**config.mk**
```make
export PLATFORM = sky130hd
export DESIGN_NAME = evo_xb_info_scan
export DESIGN_NICKNAME = d
export VERILOG_FILES = /design/src/rtl/evo_xb_info_pkg.sv /design/src/rtl/evo_bus_timeout.sv /design/src/rtl/evo_xb_info_scan.sv
export SDC_FILE = /design/constraint.sdc
export NUM_CORES = 1
export LEC_CHECK = 0
export ABC_CLOCK_PERIOD_IN_PS = 4200
export CAP_MARGIN = 20
export CORE_UTILIZATION = 42
export DETAILED_ROUTE_END_ITERATION = 16
export GPL_TIMING_DRIVEN = 1
export PLACE_DENSITY = 0.76
export SKIP_CTS_REPAIR_TIMING = 1
export SYNTH_ARGS = -nofsm -noshare
export SYNTH_HDL_FRONTEND = slang
export SYNTH_SLANG_ARGS = --single-unit
```
**constraint.sdc**
```tcl
create_clock -name clk -period 4.2 [get_ports clk]
set_clock_uncertainty 0.15 [all_clocks]
set_input_delay 0.63 -clock clk [delete_from_list [all_inputs] [get_ports clk]]
set_output_delay 0.63 -clock clk [all_outputs]
set_load 0.03 [all_outputs]
```
**src/rtl/evo_xb_info_pkg.sv**
```systemverilog
// Shared definitions for the XB info-table scanner: bus width defaults,
// scanner state encoding and the well-known info table indices.
package evo_xb_info_pkg;

   localparam int CSR_AWIDTH_DEF = 8;
   localparam int CSR_DWIDTH_DEF = 32;

   typedef enum logic [2:0] {
      IDLE    = 3'd0,
      WR_IDX  = 3'd1,
      RD_REQ  = 3'd2,
      RD_WAIT = 3'd3,
      EMIT    = 3'd4,
      FINISH  = 3'd5
   } scan_state_e;

   // Index 0 holds the count of entries that follow it.
   localparam logic [7:0] INFO_IDX_NUM    = 8'd0;
   localparam logic [7:0] INFO_IDX_VENDOR = 8'd1;
   localparam logic [7:0] INFO_IDX_MODEL  = 8'd2;
   localparam logic [7:0] INFO_IDX_TYPE   = 8'd3;

endpackage

```
**src/rtl/evo_bus_timeout.sv**
```systemverilog
// Bus wait watchdog: counts enabled cycles since the last clear and flags
// the cycle in which the wait has lasted CYCLES cycles.
module evo_bus_timeout #(
   parameter int CYCLES = 64
) (
   input  logic clk,
   input  logic rstn,
   input  logic clear,
   input  logic enable,
   output logic expired
);

   localparam int CW = $clog2(CYCLES + 1);

   logic [CW-1:0] count_q;
   logic [CW-1:0] count_d;

   assign expired = enable && (count_q == CW'(CYCLES - 1));

   always_comb begin
      count_d = count_q;
      if (clear) begin
         count_d = '0;
      end else if (enable && !expired) begin
         count_d = count_q + 1'b1;
      end
   end

   always_ff @(posedge clk or negedge rstn) begin
      if (!rstn) begin
         count_q <= '0;
      end else begin
         count_q <= count_d;
      end
   end

endmodule

```
**src/rtl/evo_xb_info_scan.sv**
```systemverilog
// Walks the XB info table through an indirect CSR (write index, read value)
// and streams every entry out; entry 0 gives how many entries follow.
module evo_xb_info_scan
   import evo_xb_info_pkg::*;
#(
   parameter int                    CSR_AWIDTH     = CSR_AWIDTH_DEF,
   parameter int                    CSR_DWIDTH     = CSR_DWIDTH_DEF,
   parameter logic [CSR_AWIDTH-1:0] INFO_CSR_ADDR  = '0,
   parameter int                    MAX_ENTRIES    = 16,
   parameter int                    TIMEOUT_CYCLES = 64
) (
   input  logic                  clk,
   input  logic                  rstn,
   input  logic                  start,
   output logic                  busy,
   output logic                  done,
   output logic                  error,
   output logic                  truncated,
   output logic [CSR_AWIDTH-1:0] avm_csr_address,
   output logic                  avm_csr_read,
   output logic                  avm_csr_write,
   output logic [CSR_DWIDTH-1:0] avm_csr_writedata,
   input  logic [CSR_DWIDTH-1:0] avm_csr_readdata,
   input  logic                  avm_csr_readdatavalid,
   input  logic                  avm_csr_waitrequest,
   output logic                  out_valid,
   input  logic                  out_ready,
   output logic [7:0]            out_index,
   output logic [CSR_DWIDTH-1:0] out_data,
   output logic [2:0]            dbg_state
);

   scan_state_e           state_q, state_d;
   logic [7:0]            index_q, index_d;
   logic [7:0]            last_q, last_d;
   logic                  error_q, error_d;
   logic                  trunc_q, trunc_d;
   logic [7:0]            out_index_q, out_index_d;
   logic [CSR_DWIDTH-1:0] out_data_q, out_data_d;
   logic                  capture;
   logic                  tmo_enable;
   logic                  tmo_clear;
   logic                  tmo_expired;

   assign tmo_enable = (state_q == WR_IDX) || (state_q == RD_REQ) || (state_q == RD_WAIT);
   assign tmo_clear  = (state_d != state_q);

   evo_bus_timeout #(
      .CYCLES (TIMEOUT_CYCLES)
   ) u_timeout (
      .clk     (clk),
      .rstn    (rstn),
      .clear   (tmo_clear),
      .enable  (tmo_enable),
      .expired (tmo_expired)
   );

   always_comb begin
      state_d     = state_q;
      index_d     = index_q;
      last_d      = last_q;
      error_d     = error_q;
      trunc_d     = trunc_q;
      out_index_d = out_index_q;
      out_data_d  = out_data_q;
      capture     = 1'b0;
      case (state_q)
         IDLE: begin
            if (start) begin
               index_d = '0;
               last_d  = '0;
               error_d = 1'b0;
               trunc_d = 1'b0;
               state_d = WR_IDX;
            end
         end
         WR_IDX: begin
            if (!avm_csr_waitrequest) begin
               state_d = RD_REQ;
            end else if (tmo_expired) begin
               error_d = 1'b1;
               state_d = IDLE;
            end
         end
         RD_REQ: begin
            // A zero-latency slave may return data in the accept cycle.
            if (!avm_csr_waitrequest) begin
               if (avm_csr_readdatavalid) begin
                  capture = 1'b1;
               end else begin
                  state_d = RD_WAIT;
               end
            end else if (tmo_expired) begin
               error_d = 1'b1;
               state_d = IDLE;
            end
         end
         RD_WAIT: begin
            if (avm_csr_readdatavalid) begin
               capture = 1'b1;
            end else if (tmo_expired) begin
               error_d = 1'b1;
               state_d = IDLE;
            end
         end
         // Entry stream: an entry transfers in a cycle with out_valid and
         // out_ready both high; out_index/out_data hold steady until then.
         EMIT: begin
            if (out_ready) begin
               if (index_q == last_q) begin
                  state_d = FINISH;
               end else begin
                  index_d = index_q + 8'd1;
                  state_d = WR_IDX;
               end
            end
         end
         FINISH: begin
            state_d = IDLE;
         end
         default: begin
            state_d = IDLE;
         end
      endcase

      if (capture) begin
         out_data_d  = avm_csr_readdata;
         out_index_d = index_q;
         state_d     = EMIT;
         if (index_q == INFO_IDX_NUM) begin
            if (avm_csr_readdata > CSR_DWIDTH'(MAX_ENTRIES)) begin
               last_d  = 8'(MAX_ENTRIES);
               trunc_d = 1'b1;
            end else begin
               last_d = 8'(avm_csr_readdata);
            end
         end
      end
   end

   always_ff @(posedge clk or negedge rstn) begin
      if (!rstn) begin
         state_q     <= IDLE;
         index_q     <= '0;
         last_q      <= '0;
         error_q     <= 1'b0;
         trunc_q     <= 1'b0;
         out_index_q <= '0;
         out_data_q  <= '0;
      end else begin
         state_q     <= state_d;
         index_q     <= index_d;
         last_q      <= last_d;
         error_q     <= error_d;
         trunc_q     <= trunc_d;
         out_index_q <= out_index_d;
         out_data_q  <= out_data_d;
      end
   end

   always_comb begin
      avm_csr_write     = (state_q == WR_IDX);
      avm_csr_read      = (state_q == RD_REQ);
      avm_csr_address   = '0;
      avm_csr_writedata = '0;
      if ((state_q == WR_IDX) || (state_q == RD_REQ)) begin
         avm_csr_address = INFO_CSR_ADDR;
      end
      if (state_q == WR_IDX) begin
         avm_csr_writedata = CSR_DWIDTH'(index_q);
      end
   end

   assign busy      = (state_q != IDLE);
   assign done      = (state_q == FINISH);
   assign error     = error_q;
   assign truncated = trunc_q;
   assign out_valid = (state_q == EMIT);
   assign out_index = out_index_q;
   assign out_data  = out_data_q;
   assign dbg_state = state_q;

endmodule

```
==> impl_metrics.toml, run 1 <==
[floorplanning]
start_util_pct = 43.4
design.die.area_sq_um = 8910
ios = 128
die_h_microns = 94.4
core_area_sq_um = 8260
num_rows = 33
die_w_microns = 94.4

[sta]
tightest_slew_ns = 0.705
fin_crit_ns = 3.22
fmax_ghz = 0.311
setup_violations = 0
final_hold_viol_count = 0
rsz0062_at_grt = "false"
finalCritPeriodShare_pct = 76.6
setup_slack_ns = 0.981
relSlewSlack_pct = 53.0
final_max_slew_viol_count = 0
setup-tns-final_ns = 0

[global_route]
grt_pass1_wl_microns = 12700
grt_usage_pct = 18.6
grt_max_degree = 33
grt-busiest-layer = "met2"
first_global_vias = 2666
grt_overflow = 0
antenna_found_initial = 0
met2_usage_pct = 27.7
grt_use_met3_pct = 7.25
use_met1_pct = 24.3

[setup_path]
crit_chain = "inv_1, nor3_1, and2_2, clkdlybuf4s50_1"
cp_top_family = "buffers and inverters"
critical_path.slowest_cell = "clkdlybuf4s50_1"
path_buf_inv = 2
critPathLaunch = "dbg_state[0]"
crit_path_start_kind = "flop"
crit_type = "flop to output pin"
crit_fanout = 11
r2r_start = "dbg_state[1]"
slowest_delay_ns = 0.66
end_kind = "output pin"
worst_ep_required_time_ns = 3.42
worstPathArrival_ns = 2.44

[power]
peakVddDrop_mv = 0.430
comb_power_share_pct = 46.9
pwr-share-clk_pct = 21.1
p_leak_nw = 2.06
p_sw_mw = 1.25
seqPwrFrac_pct = 32.0
power_density_nw_per_um2 = 669
intPower_mw = 1.92
switching_share_pct = 39.4

[clock_tree]
cts_max_level = 3
cts_tree = "yes"
clockBufferDepth = 2
clk_latency_ns = 0.33
cts_root_buf = "clkbuf_8"
cts_buffers = 9
path_clk_slew_ns = 0.07
clock_sinks = 68

[outcome]
status = "completed"

[job]
drv_cap = 0

[final_layout]
nets = 455
area_delta_synth_final_pct = 31.7
final_common_cell = "clkdlybuf4s50_1"
layout_common_cells = "clkdlybuf4s50_1, dfrtp_1, mux2_2, conb_1, nand2_1"
fill_cells = 686
fin_area_sq_um = 4720
diodes = 0
seq_area_sq_um = 1700
multi_input_area_sq_um = 1640
drive_gt1_share_pct = 18.4

[yosys]
synth_seq_cells = 68
synth-main-ff-cell = "dfrtp_1"
syn_inst = 321
synth_edf_count = 0
synth_area_sq_um = 3590
synth_area_per_cell_sq_um = 11.2
ys_warn_count = 0
async_flop_share_pct = 100
yosysSeqAreaShare_pct = 47.4
yosysUniqueCellTypes = 51

[place]
dp_hpwl_microns = 5630
postPlaceCellArea_sq_um = 4470
portBuffers = 95
gp_congestion = 0.892
pre_cts_slack_ns = 1.31

[route]
num_vias = 2669
vias_per_cell = 5.09
dr.pass1.iters = 4
drt_iter0_markers = 100
drc_errors = 0
ant_nets = 0
drt-total-wl_microns = 7710
wl_per_cell_microns = 14.7

[hold_path]
min_path_type = "input pin to asynchronous set/reset pin"
## worst register-to-register path, stage by stage (launching register included)
cell     delay [ns]
dfrtp_1        0.69
nand2_1        0.24
nor3_4         0.18
buf_4          0.31
nand3_1        0.38
and3_1         0.34
## cells in the mapped netlist (4+ instances only)
cell type,count,area (sq um)
nand2_1,21,78.8
nor3_1,14,70.1
xor2_1,8,70.1
buf_2,6,30.0
and3_1,6,37.5
mux2_2,40,450
inv_1,5,18.8
nor2b_1,4,25.0
dfrtp_1,68,1700
mux2i_1,7,70.1
nand3_1,14,70.1
o21ai_0,11,55.1
nor2_1,10,37.5
a21oi_1,5,25.0
and2_1,5,31.3
buf_4,35,263
nand4_1,6,37.5
nor4_1,9,56.3
## routing by layer
| metal | part of all wire (%) | routed length (microns) | vias to the layer above |
|---|---|---|---|
| met5 | 0 | 0 | - |
| met4 | 1.3 | 99 | 0 |
| met3 | 11 | 826 | 9 |
| met2 | 44 | 3400 | 141 |
| met1 | 44 | 3380 | 1260 |
| li1 | - | - | 1259 |
## cell families after synthesis
| kind of cell | after synthesis | share of synthesized area [%] |
|---|---|---|
| AND/OR/NAND/NOR | 102 | 16.2 |
| buffers and inverters | 54 | 10.0 |
| XOR/XNOR | 13 | 3.59 |
| other | 1 | 0.105 |
| multiplexers | 47 | 14.5 |
| AO/OA/AOI/OAI | 33 | 7.15 |
| flip-flops | 68 | 47.4 |
| adder cells (fa/ha/maj) | 3 | 1.05 |
## worst paths after layout
kind	to	slack, ns	cells past startpoint
setup / recovery	avm_csr_writedata[3]	0.98	4
hold / removal	out_data[11]	0.19	1
setup reg to reg	last_q[7]	1.80	5
hold reg to reg	truncated	0.34	2
max in group asynchronous	out_data[30]	2.93	2
min in group clk	truncated	0.34	2
## through the flow
step / std cells / utilization [%] / power [mW] / hold slack [ns]
floorplan: 352 / - / 1.98 / 0.184
finish: 524 / 57.2 / 3.16 / 0.188
CTS: 524 / 57.2 / 3.19 / 0.206
global placement: 508 / 54.2 / 2.49 / 0.324
detailed placement: 508 / 54.2 / 2.51 / 0.320
global route: 524 / 57.2 / 3.33 / 0.234
## cell type report
cell class | count | share of cell area (%)
sequential | 68 | 36.0
multi-input combinational | 230 | 34.8
timing repair buffer | 99 | 20.7
clock buffer | 12 | 3.28
tap | 105 | 2.78
clock inverter | 4 | 2.01
inverter | 6 | 0.477
## power groups by stage
| stage | Sequential [mW] | Combinational (mW) | Clock [mW] |
|---|---|---|---|
| after floorplan | 1.32 | 0.657 | 0 |
| after global placement | 1.01 | 1.48 | 0 |
| after detailed placement | 1.02 | 1.49 | 0 |
| after CTS | 1.01 | 1.49 | 0.682 |
| after global routing | 1.05 | 1.58 | 0.710 |
| final | 1.01 | 1.48 | 0.667 |
## flip-flops by register name (all words and copies together) (netlist names)
name               cells
out_data              32
out_index              8
u_timeout.count_q      7
last_q                 8
index_q                8
dbg_state              3
error                  1
truncated              1
Note: power is estimated with default switching activity, not from simulation.
==> inputs of run 2 (changes only) <==
ABC_CLOCK_PERIOD_IN_PS = 3100   (was 4200)
clock period = 3.1 ns   (was 4.2 ns; I/O delays follow)
==> run 2 against run 1 <==
  * Total power is 34% higher
  * Wire length hardly changed
  * Count of clock-buffer cells in the layout is 3 lower
  * Largest power group unchanged
  * Highest routed layer unchanged
==> impl_metrics.toml, run 2 (same netlist as run 1, synthesis figures left out) <==
[clock_tree]
clockBufferDepth = 2
cts_max_level = 3
cts_tree = "yes"
clock_sinks = 68
cts_buffers = 9
clk_latency_ns = 0.34
cts_root_buf = "clkbuf_8"
path_clk_slew_ns = 0.08

[route]
ant_nets = 0
wl_per_cell_microns = 14.7
dr.pass1.iters = 4
num_vias = 2674
drc_errors = 0
vias_per_cell = 5.09
drt_iter0_markers = 82
drt-total-wl_microns = 7720

[sta]
final_max_slew_viol_count = 0
fmax_ghz = 0.343
tightest_slew_ns = 0.839
fin_crit_ns = 2.92
relSlewSlack_pct = 44.0
setup_slack_ns = 0.182
final_hold_viol_count = 0
setup_violations = 0
finalCritPeriodShare_pct = 94.1

[final_layout]
layout_common_cells = "clkdlybuf4s50_1, dfrtp_1, mux2_2, conb_1, nand2_1"
fin_cells = 525
diodes = 0
final_common_cell = "clkdlybuf4s50_1"
nets = 456
area_delta_synth_final_pct = 31.6
largest_register_ff_count = 32
drive_gt1_share_pct = 19.0

[place]
dp_hpwl_microns = 5740
pre_cts_slack_ns = 0.382
portBuffers = 95
dp_cells = 509
gp_congestion = 0.889

[global_route]
antenna_found_initial = 0
grt_overflow = 0
grt_pass1_wl_microns = 12700
grt_usage_pct = 18.7
first_global_vias = 2649
grt_max_degree = 38

[outcome]
status = "completed"

[setup_path]
crit_chain = "inv_1, nor3_2, and2_2, clkdlybuf4s50_1"
crit_fanout = 11
worstPathArrival_ns = 2.30
crit_path_start_kind = "flop"
end_kind = "output pin"
worst_ep_required_time_ns = 2.48
slowest_delay_ns = 0.66
critical_path.slowest_cell = "clkdlybuf4s50_1"
reg2reg_depth = 6
crit_type = "flop to output pin"

[floorplanning]
num_rows = 33
start_util_pct = 43.4
die_w_microns = 94.4
design.die.area_sq_um = 8910
core_area_sq_um = 8260
ios = 128
die_h_microns = 94.4

[power]
peakVddDrop_mv = 0.599
total_power_mw = 4.24
p_leak_nw = 2.05
power_density_nw_per_um2 = 898

[job]
drv_cap = 0

[hold_path]
min_path_type = "input pin to asynchronous set/reset pin"
==> run 2: path summary, 6_finish.rpt <==
path                               from                   end  slack, ns
setup reg to reg             index_q[0]             last_q[4]       1.08
hold reg to reg               truncated             truncated       0.33
min in group clk              truncated             truncated       0.33
hold / removal                     rstn           out_data[6]       0.07
setup / recovery           dbg_state[0]  avm_csr_writedata[3]       0.18
max in group asynchronous          rstn          dbg_state[0]       2.08
==> run 2: through the flow <==
step | setup TNS (ns) | area, sq um | hold WS, ns | utilization (%)
after floorplan | 0 | 3700 | 0.0194 | -
after global placement | 0 | 4490 | 0.324 | 54.4
after detailed placement | 0 | 4490 | 0.322 | 54.4
after CTS | 0 | 4720 | 0.0827 | 57.1
after global routing | -0.0401 | 4720 | 0.150 | 57.2
final | 0 | 4720 | 0.0657 | 57.2
==> run 2: metal layers <==
| metal | up-vias | routed length, microns | track usage [%] |
|---|---|---|---|
| met3 | 11 | 853 | 7.25 |
| met1 | 1253 | 3380 | 23.3 |
| li1 | 1268 | - | - |
| met4 | 0 | 125 | 8.21 |
| met5 | - | 0 | 0 |
| met2 | 142 | 3360 | 28.8 |
==> run 2: power by group <==
group	internal, mW	switching [mW]
clock	0.458	0.363
sequential	1.15	0.184
combinational	0.885	1.20
total	2.49	1.75
==> run 2: layout make-up <==
type                    count  area [sq um]
fillers                   702          3540
inverters                   6          22.5
well taps                 105           131
multi-input cells         230          1650
flip-flops and latches     68          1700
clock inverters             7          98.8
clock buffers               9           124
repair buffers            100           996
==> run 2: worst max-delay path, delay by kind of cell, from the launching register on <==
kind / cells / cell delay [ns]
buffers and inverters: 2 / 0.87
flip-flops: 1 / 0.56
AND/OR/NAND/NOR: 2 / 0.54
==> inputs of run 3 (changes only) <==
CAP_MARGIN = 10   (was 20)
==> results of run 3 <==
Final layout, timing and power as in run 2 (identical DEF).
